===== src/rtl/rr_arbiter_4.sv =====
// rr_arbiter_4: four-requester round-robin arbiter with hold-until-release
// grants, a registered one-hot grant, and a registered encoded grant index.
//
// Optional feature macro: ARB_TIMEOUT_EN
//   Defined: an 8-bit hold counter forces a release after MAX_HOLD cycles.
//   Undefined: grants are unbounded and timeout is tied to 0.
//
// Parameters:
//   MAX_HOLD   grant length limit in cycles when the timeout is built (2-255)
//
// Ports:
//   clk        rising-edge clock
//   rst_n      synchronous active-low reset
//   req[3:0]   request vector, bit i = requester i
//   done       owner releases the resource (only honoured while granting)
//   gnt[3:0]   registered one-hot grant, zero when idle
//   gnt_idx    registered index of the owner, holds its value when idle
//   gnt_valid  registered, high while a grant is active (== |gnt)
//   timeout    one-cycle pulse after a forced release
module rr_arbiter_4 #(
  parameter int unsigned MAX_HOLD = 15
) (
  input  logic       clk,
  input  logic       rst_n,
  input  logic [3:0] req,
  input  logic       done,
  output logic [3:0] gnt,
  output logic [1:0] gnt_idx,
  output logic       gnt_valid,
  output logic       timeout
);

  if (MAX_HOLD < 2 || MAX_HOLD > 255) begin : g_bad_hold
    $error("rr_arbiter_4: MAX_HOLD must be in 2..255");
  end

  typedef enum logic {
    IDLE  = 1'b0,
    GRANT = 1'b1
  } state_t;

  state_t     state;
  state_t     state_nx;
  logic [1:0] ptr;
  logic [1:0] ptr_nx;
  logic [3:0] gnt_nx;
  logic [1:0] idx_nx;
  logic       valid_nx;
  logic       tout_nx;

  logic       win_any;
  logic [1:0] win;
  logic [1:0] cand;
  logic       rel;
  logic       limit;

  // Search order is ptr, ptr+1, ptr+2, ptr+3 (mod 4). Scanning the
  // offsets from far to near lets the nearest set bit overwrite the rest.
  always_comb begin
    win_any = 1'b0;
    win     = ptr;
    cand    = ptr;
    for (int i = 3; i >= 0; i--) begin
      cand = ptr + 2'(i);
      if (req[cand]) begin
        win_any = 1'b1;
        win     = cand;
      end
    end
  end

  // Owner gives the resource back either explicitly or by dropping req.
  assign rel = done || !req[gnt_idx];

`ifdef ARB_TIMEOUT_EN
  logic [7:0] hold_cnt;
  logic [7:0] hold_nx;

  // hold_cnt is 0 in the first GRANT cycle, so MAX_HOLD-1 marks the
  // last cycle a grant may be held.
  assign limit = (hold_cnt == 8'(MAX_HOLD - 1));
`else
  assign limit = 1'b0;
`endif

  always_comb begin
    state_nx = state;
    ptr_nx   = ptr;
    gnt_nx   = gnt;
    idx_nx   = gnt_idx;
    valid_nx = gnt_valid;
    tout_nx  = 1'b0;
`ifdef ARB_TIMEOUT_EN
    hold_nx  = hold_cnt;
`endif
    unique case (state)
      IDLE: begin
        if (win_any) begin
          state_nx = GRANT;
          gnt_nx   = 4'b0001 << win;
          idx_nx   = win;
          valid_nx = 1'b1;
`ifdef ARB_TIMEOUT_EN
          hold_nx  = 8'd0;
`endif
        end
      end
      GRANT: begin
        if (rel || limit) begin
          state_nx = IDLE;
          gnt_nx   = 4'b0000;
          valid_nx = 1'b0;
          ptr_nx   = gnt_idx + 2'd1;
          // A done that lands on the limit cycle is a normal release.
          tout_nx  = !rel;
        end else begin
`ifdef ARB_TIMEOUT_EN
          hold_nx = hold_cnt + 8'd1;
`endif
        end
      end
      default: begin
        state_nx = IDLE;
      end
    endcase
  end

  always_ff @(posedge clk) begin
    if (!rst_n) begin
      state     <= IDLE;
      ptr       <= 2'd0;
      gnt       <= 4'b0000;
      gnt_idx   <= 2'd0;
      gnt_valid <= 1'b0;
      timeout   <= 1'b0;
    end else begin
      state     <= state_nx;
      ptr       <= ptr_nx;
      gnt       <= gnt_nx;
      gnt_idx   <= idx_nx;
      gnt_valid <= valid_nx;
      timeout   <= tout_nx;
    end
  end

`ifdef ARB_TIMEOUT_EN
  always_ff @(posedge clk) begin
    if (!rst_n) begin
      hold_cnt <= 8'd0;
    end else begin
      hold_cnt <= hold_nx;
    end
  end
`endif

endmodule

===== config.mk =====
export PLATFORM = sky130hd
export DESIGN_NAME = rr_arbiter_4
export DESIGN_NICKNAME = d
export VERILOG_FILES = /design/src/rtl/rr_arbiter_4.sv
export SDC_FILE = /design/constraint.sdc
export NUM_CORES = 1
export LEC_CHECK = 0
export BUFFER_PORTS_ARGS = -buffer_cell sky130_fd_sc_hd__buf_2
export CORE_AREA = 5 5 42 44
export DETAILED_ROUTE_END_ITERATION = 10
export DIE_AREA = 0 0 47 49
export SYNTH_ARGS = -nofsm -noshare
export SYNTH_HDL_FRONTEND = slang
export SYNTH_SLANG_ARGS = --single-unit

===== constraint.sdc =====
create_clock -name clk -period 3.08 [get_ports clk]
set_input_delay 0.154 -clock clk [delete_from_list [all_inputs] [get_ports clk]]
set_output_delay 0.154 -clock clk [all_outputs]
set_load 0.005 [all_outputs]

==> reports/results.ini <==
[routing]
vias_per_cell = 5.02
dr.first_iter.drc_count = 3
post_drt_wl_per_cell_um = 11.4
routed_wl_um = 1110
drc = 0
ant_nets = 0
dr_total_vias = 487
drtPass1Iterations = 4

[sta]
worstMarginPinSlew_ns = 0.568
slew_headroom = 0.618
setup_tns_ns = 0
setup_viol = 0
skew_ns = 0.00456
slew_violations = 0
hold_viol = 0
worst_slack_ns = 1.43
grt_setup_unrepaired = no
fmax_mhz = 605
finalCriticalPeriod_ns = 1.65
fin_crit_sh = 0.537

[job]
drv_cap = 0

[setup_path]
critical_path_depth = 5
cp_data_required_time_ns = 3.28
cp-start-kind = flop
cp_num_buf_inv = 0
r2r_start = gnt_idx[1]$_SDFFE_PN0P_
critPathTopFamily = simple AND/OR/NAND/NOR gates
path_class = reg -> reg
r2r_cells = 5
crit_chain = or2_2 > o221ai_1 > nor2b_1 > nand2_1 > a21oi_1
slowest_delay_ns = 0.40
critPathMaxFanout = 6
critPathArrivalTime_ns = 1.85
cp-startpoint = gnt_idx[1]$_SDFFE_PN0P_
cp-end-kind = flop
crit_slowest_cell = o221ai_1

[clock_tree]
cts_hold_buffers = 0
post_cts_buffers = 0
clockRootBuffer = clkbuf_4
numClockSinks = 11
cts_tree = yes
h-tree-depth = 1
clk_latency_ns = 0.27
cts.clk_slew.worst_paths_ns = 0.07
cts-resized-gates = 0
cts_max_path_buffers = 2
numCtsBuffers = 3

[yosys]
yosysUniqueCellTypes = 24
synthCells = 63
synth-edff-count = 0
ys_async_sr_fraction = 0
syn-num-nets = 70
syn_area_um2 = 533
yosysSeqAreaShare = 0.413
yosys_warnings = 0
syn_area_per_cell_um2 = 8.46
synth_flop_cell = dfxtp_1
ys_seq_elements = 11

[finish]
final_nets = 89
utilization = 0.463
syn_to_final_growth_pct = 21.8
layout_commonest_cell = buf_2
num_antenna_cells = 0
final_cell_mix = 14 x buf_2, 11 x dfxtp_1, 7 x nor2_1, 7 x nand2_1, 6 x a21oi_1
fill_cells = 149
layout-drive-gt1-share = 0.259

[grt]
grt_antenna_before_repair = 0
grt_overflow = 0
grt_pass1_vias = 460
grt_use_total = 0.112
grt_pass1_wl_um = 1920
grt_start_max_net_pins = 9

[die]
dieArea_mm2 = 0.00230
die_h_um = 49
ios = 15
core-area_mm2 = 0.00140
die_w_um = 47
initial_utilization = 0.380
rows = 14

[run_status]
status = completed

[place]
gp_routability_congestion = 0.738
dp_slack_ns = 1.43
hpwl_um = 837
port_buffers = 14

[power]
power_density_mw_per_mm2 = 520
seqPwrFrac = 0.497
clock_power_share = 0.285
intPower_uw = 242
ir_drop_mv = 0.222
swShare = 0.282
leakagePower_nw = 0.287
power.switching_uw = 95.3
p_comb_frac = 0.218

[hold_path]
hp-start = rst_n
hold_class = in -> reg
hold_depth = 2

-- worst register-to-register path, stage by stage, from the launching register on --
cell and delay (ns):
dfxtp_1 0.35, or2_2 0.30, o221ai_1 0.40, nor2b_1 0.31, nand2_1 0.08, a21oi_1 0.14
-- through the flow --
| step | cell area [µm²] | total power, mW | hold WS, ns | instances |
|---|---|---|---|---|
| floorplan | 533 | 0.218 | 0.282 | 63 |
| global placement | 623 | 0.245 | 0.426 | 93 |
| detailed placement | 623 | 0.245 | 0.420 | 93 |
| CTS | 649 | 0.341 | 0.160 | 97 |
| global route | 649 | 0.358 | 0.185 | 97 |
| finish | 649 | 0.338 | 0.158 | 97 |
-- per-layer routing --
layer	track usage	wire length (µm)	up-vias
li1	-	-	259
met1	0.156	522	213
met2	0.158	503	10
met3	0.0221	49	5
met4	0.0553	30	0
met5	0	0	-
-- sequential cells by signal, summed over array words and instances (netlist names) --
signal / cells
gnt_idx: 2
timeout: 1
gnt: 4
gnt_valid: 1
state: 1
ptr: 2
-- power by group through the flow --
stage	Clock (mW)	Sequential [mW]	Combinational, mW
after global placement	0	0.171	0.0737
after detailed placement	0	0.171	0.0734
after global routing	0.104	0.170	0.0838
after CTS	0.0986	0.168	0.0743
final	0.0963	0.168	0.0736
after floorplan	0	0.170	0.0483
-- cell families after synthesis --
kind of cell	count (synthesis)	synth area share
buf+inv	3	0.0211
simple gates	27	0.263
xor+xnor	1	0.0164
other cells	1	0.00704
mux	3	0.0563
compound gates	17	0.223
flops	11	0.413
-- layout make-up --
cell class	instances	area, µm²	share of cell area
Sequential cell	11	220	0.339
Tap cell	16	20.0	0.0308
Inverter	3	11.3	0.0173
Clock buffer	4	26.3	0.0405
Timing Repair Buffer	14	70.1	0.108
Multi-Input combinational cell	49	302	0.464
-- Yosys cell counts, types with 2 or more instances --
master / count / area, µm²
mux2i_1: 3 / 30.0
nand3b_1: 2 / 15.0
nand2_1: 7 / 26.3
a21oi_1: 6 / 30.0
inv_1: 3 / 11.3
dfxtp_1: 11 / 220
nor2_1: 7 / 26.3
o21ai_0: 4 / 20.0
nor2b_1: 4 / 25.0
or2_2: 2 / 12.5
-- worst paths after layout --
path	slack (ns)	end
min reg2reg	0.45	gnt[0]$_SDFFE_PN0P_
max	1.43	gnt[2]$_SDFFE_PN0P_
min	0.16	gnt_idx[0]$_SDFFE_PN0P_
max reg2reg	1.43	gnt[2]$_SDFFE_PN0P_
Power figures use the tool's default switching activity.
